$ cat config.mk
export PLATFORM = sky130hd
export DESIGN_NAME = sdpram_arbiter
export DESIGN_NICKNAME = d
export VERILOG_FILES = /design/src/rtl/sdpram_arbiter.sv
export SDC_FILE = /design/constraint.sdc
export NUM_CORES = 1
export LEC_CHECK = 0
export ABC_AREA = 1
export BUFFER_PORTS_ARGS = -buffer_cell sky130_fd_sc_hd__buf_2
export CORE_MARGIN = 10
export CORE_UTILIZATION = 32
export CTS_CLUSTER_DIAMETER = 100
export DETAILED_ROUTE_END_ITERATION = 8
export PLACE_DENSITY = 0.83
export SLEW_MARGIN = 25
export SYNTH_ARGS = -nofsm -noshare
export SYNTH_HDL_FRONTEND = slang
export SYNTH_SLANG_ARGS = --single-unit
$ cat constraint.sdc
create_clock -name clk -period 2 [get_ports clk]
set_input_delay 0.1 -clock clk [delete_from_list [all_inputs] [get_ports clk]]
set_output_delay 0.1 -clock clk [all_outputs]
set_load 0.01 [all_outputs]
$ cat src/rtl/sdpram_arbiter.sv
// ---------------------------------------------------------------------------
// sdpram_arbiter
//
// Two-client round-robin arbiter and sequencer for a simple dual-port RAM.
// The RAM write port (A) is shared between two writers and the read port (B)
// is shared between two readers, each port with its own fair pointer. Read
// data goes back to the issuing reader with a one-cycle tagged valid pulse.
// A read whose address matches the write granted in the same cycle (with a
// nonzero strobe) is held off, so every granted read sees all earlier writes.
//
// Ports:
//   clk        clock, rising edge
//   rst        asynchronous reset, active low
//   wr_req     write request per client
//   wr_addr    packed client write addresses (client i at [i*ADDR_WIDTH +:])
//   wr_data    packed client write data
//   wr_strb    packed client byte enables
//   wr_gnt     one-hot write grant (combinational)
//   rd_req     read request per client
//   rd_addr    packed client read addresses
//   rd_gnt     one-hot read grant (combinational)
//   rd_valid   one-hot, one cycle, marks the owner of rd_data
//   rd_data    read data (straight from doutb)
//   wena/addra/dina   RAM write port, zero when idle
//   renb/addrb        RAM read port, zero address when idle
//   doutb      RAM read data
// ---------------------------------------------------------------------------
module sdpram_arbiter #(
  parameter int DATA_WIDTH   = 32,
  parameter int MEM_DEPTH    = 1024,
  parameter int ADDR_WIDTH   = $clog2(MEM_DEPTH),
  parameter int STRB_WIDTH   = DATA_WIDTH / 8,
  parameter int READ_LATENCY = 1
) (
  input  logic                    clk,
  input  logic                    rst,
  input  logic [1:0]              wr_req,
  input  logic [2*ADDR_WIDTH-1:0] wr_addr,
  input  logic [2*DATA_WIDTH-1:0] wr_data,
  input  logic [2*STRB_WIDTH-1:0] wr_strb,
  output logic [1:0]              wr_gnt,
  input  logic [1:0]              rd_req,
  input  logic [2*ADDR_WIDTH-1:0] rd_addr,
  output logic [1:0]              rd_gnt,
  output logic [1:0]              rd_valid,
  output logic [DATA_WIDTH-1:0]   rd_data,
  output logic [STRB_WIDTH-1:0]   wena,
  output logic [ADDR_WIDTH-1:0]   addra,
  output logic [DATA_WIDTH-1:0]   dina,
  output logic                    renb,
  output logic [ADDR_WIDTH-1:0]   addrb,
  input  logic [DATA_WIDTH-1:0]   doutb
);

  // Two-way round robin: on contention the pointer names the winner,
  // otherwise the lone requester (or nobody) wins.
  function automatic logic [1:0] rr_pick(input logic [1:0] req, input logic ptr);
    logic [1:0] gnt;
    gnt = req;
    if (req == 2'b11) gnt = ptr ? 2'b10 : 2'b01;
    return gnt;
  endfunction

  logic                    wptr;
  logic                    rptr;
  logic [1:0]              wgnt;
  logic [1:0]              rgnt;
  logic [1:0]              rcand;
  logic                    wr_live;
  logic [ADDR_WIDTH-1:0]   rd_addr0;
  logic [ADDR_WIDTH-1:0]   rd_addr1;
  logic [READ_LATENCY-1:0] vld_p;
  logic [READ_LATENCY-1:0] idx_p;

  assign rd_addr0 = rd_addr[0          +: ADDR_WIDTH];
  assign rd_addr1 = rd_addr[ADDR_WIDTH +: ADDR_WIDTH];

  // Write port selection
  assign wgnt   = rr_pick(wr_req, wptr);
  assign wr_gnt = wgnt;

  always_comb begin
    wena  = '0;
    addra = '0;
    dina  = '0;
    if (wgnt[1]) begin
      wena  = wr_strb[STRB_WIDTH +: STRB_WIDTH];
      addra = wr_addr[ADDR_WIDTH +: ADDR_WIDTH];
      dina  = wr_data[DATA_WIDTH +: DATA_WIDTH];
    end else if (wgnt[0]) begin
      wena  = wr_strb[0 +: STRB_WIDTH];
      addra = wr_addr[0 +: ADDR_WIDTH];
      dina  = wr_data[0 +: DATA_WIDTH];
    end
  end

  // A zero-strobe write occupies the slot but changes nothing, so it must
  // not hold back a read of the same word.
  assign wr_live = |wena;

  assign rcand[0] = rd_req[0] & ~(wr_live & (rd_addr0 == addra));
  assign rcand[1] = rd_req[1] & ~(wr_live & (rd_addr1 == addra));

  // Read port selection among non-colliding readers
  assign rgnt   = rr_pick(rcand, rptr);
  assign rd_gnt = rgnt;
  assign renb   = |rgnt;
  assign addrb  = rgnt[1] ? rd_addr1 : (rgnt[0] ? rd_addr0 : '0);

  // Fairness pointers: after a grant the other client gets priority.
  // A blocked reader never receives a grant, so rptr stays put for it.
  always_ff @(posedge clk or negedge rst) begin
    if (!rst) begin
      wptr <= 1'b0;
      rptr <= 1'b0;
    end else begin
      if (|wgnt) wptr <= wgnt[0];
      if (|rgnt) rptr <= rgnt[0];
    end
  end

  // Tag pipeline stage 0 .. READ_LATENCY-1: valid bits (reset clears
  // in-flight reads so none report after reset release)
  always_ff @(posedge clk or negedge rst) begin
    if (!rst) begin
      vld_p <= '0;
    end else begin
      vld_p[0] <= renb;
      for (int s = 1; s < READ_LATENCY; s++) vld_p[s] <= vld_p[s-1];
    end
  end

  // Tag pipeline stage 0 .. READ_LATENCY-1: client index, qualified by vld_p
  always_ff @(posedge clk) begin
    idx_p[0] <= rgnt[1];
    for (int s = 1; s < READ_LATENCY; s++) idx_p[s] <= idx_p[s-1];
  end

  assign rd_valid[0] = vld_p[READ_LATENCY-1] & ~idx_p[READ_LATENCY-1];
  assign rd_valid[1] = vld_p[READ_LATENCY-1] &  idx_p[READ_LATENCY-1];
  assign rd_data     = doutb;

endmodule

=== Yosys cells after proc, flatten, opt, wreduce, memory -nomap -nowiden ===
Cells that the tools add are included.

* Input bits: 150
* Bits in registers: 4
* Word-level logic and storage cells: 32

* Bitwise gates (word level): 9
* Equal/unequal tests: 4
* Reductions and logical operators: 3
* Multiplexer cells: 12

{| class="wikitable"
|+ Operator list
! operator !! count
|-
| $mux W32 || 2
|-
| $mux W10 || 4
|-
| $eq A10 B10 Y1 || 2
|-
| $mux W2 || 4
|-
| $mux W4 || 2
|-
| $and A1 B1 Y1 || 6
|-
| $eq A2 B2 Y1 const B || 2
|-
| $reduce_or A2 Y1 || 2
|-
| $reduce_or A4 Y1 || 1
|-
| $not A1 Y1 || 3
|}

=== Depth between registers and ports, before layout ===
* Word-level depth: 12
* Depth in mapped cells: 16
* Gate-level depth less buffers: 14

=== Worst setup path after synthesis ===
OpenSTA, ideal clock, no wires.

* Path kind: reg-to-reg
* From: reg wptr
* To: reg vld_p
* Period minus slack after synthesis: 1.784 ns
* Arrival: 1.639 ns
* Data required time: 1.855 ns
* Path buffers: 2
* Setup slack: 0.216 ns
* Setup time: 0.145 ns
* Stages on the path, launching flop included: 16
* Path through: dfrtp_1 inv_2 nand2_2 buf_8 nand3_2 nand2_1 nor2_1 nand2_1 nand2_1 nor2_1 nand3_2 nand2_2 inv_2 buf_6 nand2_2 nand2_1

* Longest elaborated chain between the ends: 11
* Elaborated cells between the ends (all ways): 18
* Those cells by class: eq/ne (3); mux (7); bitwise (6); reduce/logical (2)

{| class="wikitable"
|+ Ends and longest elaborated chain
! item !! RTL line !! text
|-
| start, declared || 64 || <nowiki>logic wptr;</nowiki>
|-
| start signal, assigned || 117 || <nowiki>if (|wgnt) wptr <= wgnt[0];</nowiki>
|-
| $mux W2 (*) (2 in a row) || 60 || <nowiki>if (req == 2'b11) gnt = ptr ? 2'b10 : 2'b01;</nowiki>
|-
| $mux W4 || 90 || <nowiki>end else if (wgnt[0]) begin</nowiki>
|-
| $mux W4 (*) || 86 || <nowiki>if (wgnt[1]) begin</nowiki>
|-
| net wena[2] || 47 || <nowiki>output logic [STRB_WIDTH-1:0] wena,</nowiki>
|-
| $reduce_or A4 Y1 (*) || 99 || <nowiki>assign wr_live = |wena;</nowiki>
|-
| $and A1 B1 Y1, on equally long branches || 101, 102 ||
|-
| $not A1 Y1, on equally long branches || 101, 102 ||
|-
| $and A1 B1 Y1, on equally long branches || 101, 102 ||
|-
| $eq A2 B2 Y1 || 60 ||
|-
| $mux W2 (*) || 60 ||
|-
| $reduce_or A2 Y1 (*) || 107 || <nowiki>assign renb = |rgnt;</nowiki>
|-
| net renb || 50 || <nowiki>output logic renb,</nowiki>
|-
| end, declared || 72 || <nowiki>logic [READ_LATENCY-1:0] vld_p;</nowiki>
|}

Mark *: on every way through the listed nets, which the timed path passes. The rest lies on a longest branch.
A chain may end at the register's enable or synchronous reset.

=== Worst setup path after layout ===
* From: reg wptr
* To: out addrb[7]

* Longest elaborated chain between the ends: 12
* Elaborated cells between the ends (all ways): 19
* Those cells by class: eq/ne (3); mux (9); bitwise (6); reduce/logical (1)

{| class="wikitable"
|+ Ends and longest elaborated chain
! item !! RTL line !! text
|-
| $mux W2 (*) (2 in a row) || 60 ||
|-
| $mux W10 or $mux W4 (tied branches) || 90 ||
|-
| $mux W10 or $mux W4 (tied branches) || 86 ||
|-
| $eq A10 B10 Y1 (tied with other cells) || 101 || <nowiki>assign rcand[0] = rd_req[0] & ~(wr_live & (rd_addr0 == addra));</nowiki>
|-
| $and A1 B1 Y1, on equally long branches || 101, 102 ||
|-
| $not A1 Y1, on equally long branches || 101, 102 ||
|-
| $and A1 B1 Y1, on equally long branches || 101, 102 ||
|-
| $eq A2 B2 Y1 || 60 ||
|-
| $mux W2 (*) || 60 ||
|-
| $mux W10 || 108 || <nowiki>assign addrb = rgnt[1] ? rd_addr1 : (rgnt[0] ? rd_addr0 : '0);</nowiki>
|-
| $mux W10 (*) || 108 ||
|-
| end, declared || 51 || <nowiki>output logic [ADDR_WIDTH-1:0] addrb,</nowiki>
|}

Every way passes the cells marked *; elsewhere a longest branch is shown, timed or not.

==> summary.txt <==
status: finished with violations
failing checks: setup timing
final cell utilization of the core: 52.40%
synthesized area per cell: 6.800 µm²
unrepaired setup endpoints after global routing: yes
Clock Path Buffers: 2
final worst path period share: 110.9%
skew final: 0.006225 ns
Initial Utilization: 32.76%
total core area: 5439 µm²
crit path capture type: output pin
Final min period: 2.219 ns
Rel. slew slack: 78.19%
worst path bufs/invs: 3
CP max stage cell: dfrtp_2
max-slew violations: 0
register area share after synthesis: 5.337%
Layout Cells excl Fill: 489
critical path class: reg2out
Final #Nets: 568
FILL cells: 490
antenna cells: 0
Final Hold Fails: 0
VDD IR max: 0.0002994 V
slowest stage delay, CP: 0.44 ns
DRC: 0
Vias: 2531
Hold Path Class: in2out
ratio of cells with drive above 1 in the final layout: 66.43%
H-Tree Level Count: 1
Worst Tran Pin Value: 0.3272 ns
Post-Syn Nets: 412
cell mode on critical path: nand3_4
area of the mapped netlist: 1782 µm²
initial antenna violation count: 1
gpl congestion: 0.8872
pin count of the biggest net entering global routing: 34
Tot GR Track Use: 19.25%
Worst EP arrival: 2.12 ns
Multi-input gate area: 1496 µm²
final hold slack: 0.2000 ns
dpl hpwl: 7941 µm
clock-pin slew on the worst setup and hold paths: 0.04 ns
Critical Path Start Type: flip-flop
synth unique cells: 25
clk root buf: clkbuf_8
Seq cells post-synth: 4
Setup WS post-layout: -0.2187 ns
pre-CTS WS: -0.07925 ns
CP cell instances: inv_2 -> nand2_4 -> buf_8 -> nand3_4 -> nand3b_1 -> nand2_2 -> nand2_2 -> nor2_4 -> nand3_4 -> nand3_4 -> nand3_1 -> nand2_1 -> buf_2
Max Freq: 0.4507 GHz
Area Overhead vs Synth: 59.97%
fin area: 2850 µm²
sequential cell area: 96.34 µm²
Post-Syn Instances: 262
I/O pins: 245
top-area cell type share of the netlist area: 15.73%
Post-DP Area: 2471 µm²
# clock sinks: 4
CTS tree: done
first-pass GRT wire length: 13740 µm
placed insts: 475
Leakage: 1.642 nW
Critical Path RT: 1.90 ns
Die Y-Extent: 94.62 µm
Max-Cap Viols: 0
num rows: 27
WL/cell: 20.52 µm
Largest delay share family, worst path: simple AND/OR/NAND/NOR gates
GR Overflow Total: 0
vias in the first global route: 2540
DRT Wirelength: 10040 µm
Pwr Density: 407.7 nW/µm²
worst-skew pair later-pin latency: 0.22 ns
initial DRC count: 160
Synth warnings: 0
clock buffer count from CTS: 3
post-detailed-route count of antenna-violating nets: 0
main area contributors after synthesis: a22o_1 16%, buf_4 15%, nand2_1 14%
Port Buf Inserts: 180
vias per std cell: 5.176
Die Wd: 94.62 µm
Setup violations, final: 13
DRT Pass-1 Iters: 6
Die Footprint: 8952 µm²
top cell type by total area after synthesis: a22o_1
crit path max fanout: 6
-- cells in the final DEF, fill, tap and decap left out, drive strengths merged --
master / Yosys / routed
dlygate4sd3: 0 / 1
nand3: 56 / 58
xor2: 1 / 1
dfrtp: 3 / 3
clkbuf: 3 / 4
xnor2: 1 / 1
nand2: 79 / 81
a22o: 32 / 32
o21ai: 2 / 2
inv: 16 / 17
dfxtp: 1 / 1
buf: 44 / 192
nand3b: 14 / 14
nor2: 9 / 9
a21oi: 1 / 1
-- through the flow --
stage	total power [W]	setup TNS, ns
after floorplan	0.0005984	0
after global placement	0.0008307	-0.3043
after detailed placement	0.0008496	-0.5965
after CTS	0.001101	-1.792
after global routing	0.001233	-3.521
final	0.001162	-2.538
-- final timing paths --
check | startpoint | end | slack, ns | cells after the start
max | wptr$_DFFE_PN0P_ | addrb[7] | -0.22 | 13
min | doutb[0] | rd_data[0] | 0.20 | 0
max reg2reg | wptr$_DFFE_PN0P_ | vld_p$_DFF_PN0_ | 0.13 | 13
min reg2reg | wptr$_DFFE_PN0P_ | wptr$_DFFE_PN0P_ | 0.68 | 2
max in group asynchronous | rst | wptr$_DFFE_PN0P_ | 1.66 | 2
min in group asynchronous | rst | rptr$_DFFE_PN0P_ | 0.21 | 2
-- area by class of cell --
class / instances / share of cell area, %
Tap cell: 72 / 3.161
Clock buffer: 4 / 1.580
Timing Repair Buffer: 193 / 36.61
Sequential cell: 4 / 3.380
Multi-Input combinational cell: 199 / 52.50
Timing Repair inverter: 1 / 0.3951
Inverter: 16 / 2.371
-- kinds of logic after synthesis --
logic type | after synthesis | share of synthesized area, %
compound gates | 35 | 17.20
xor+xnor | 2 | 0.9833
buf+inv | 63 | 23.67
flops | 4 | 5.337
simple gates | 158 | 52.81
-- routing by layer --
metal | GRT usage (%) | vias up | part of all wire, %
met5 | 0 | - | 0.13
met4 | 6.359 | 2 | 2.5
met3 | 8.010 | 29 | 12
met2 | 37.01 | 155 | 53
met1 | 17.85 | 1156 | 33
li1 | - | 1189 | -
-- cell usage after synthesis --
library cell and number:
inv_2 3, nand2_1 67, buf_6 3, buf_1 3, inv_1 13, nand3_4 4
o21ai_0 1, nand2_2 10, xor2_1 1, nor2_4 2, buf_8 1, clkbuf_1 3
nand3_2 24, nand2_4 2, buf_12 1, xnor2_1 1, nand3b_1 14, o21ai_1 1
a21oi_4 1, nor2_1 7, buf_4 36, dfxtp_1 1, dfrtp_1 3, a22o_1 32
nand3_1 28
-- where the power goes --
| group | switching [W] | internal, W | total (W) | leakage (nW) |
|---|---|---|---|---|
| logic | 0.000496 | 0.000374 | 0.000870 | 1.58 |
| clock network | 0.0000493 | 0.000137 | 0.000186 | 0.0228 |
| registers | 0.0000139 | 0.0000919 | 0.000106 | 0.0423 |
-- sequential cells by signal (all words and copies together), names as in the netlist --
signal / count
idx_p: 1
rptr: 1
vld_p: 1
wptr: 1
-- what timing repair did --
action / CTS / global route
gates cloned: 5 / 0
hold endpoints to repair: 3 / 0
pin swaps: 3 / 3
buffers inserted: 2 / 2
setup endpoints to repair: 13 / 13
gates resized for setup: 28 / 31
hold buffers: 1 / 0
Note: power is estimated with default switching activity, not from simulation.
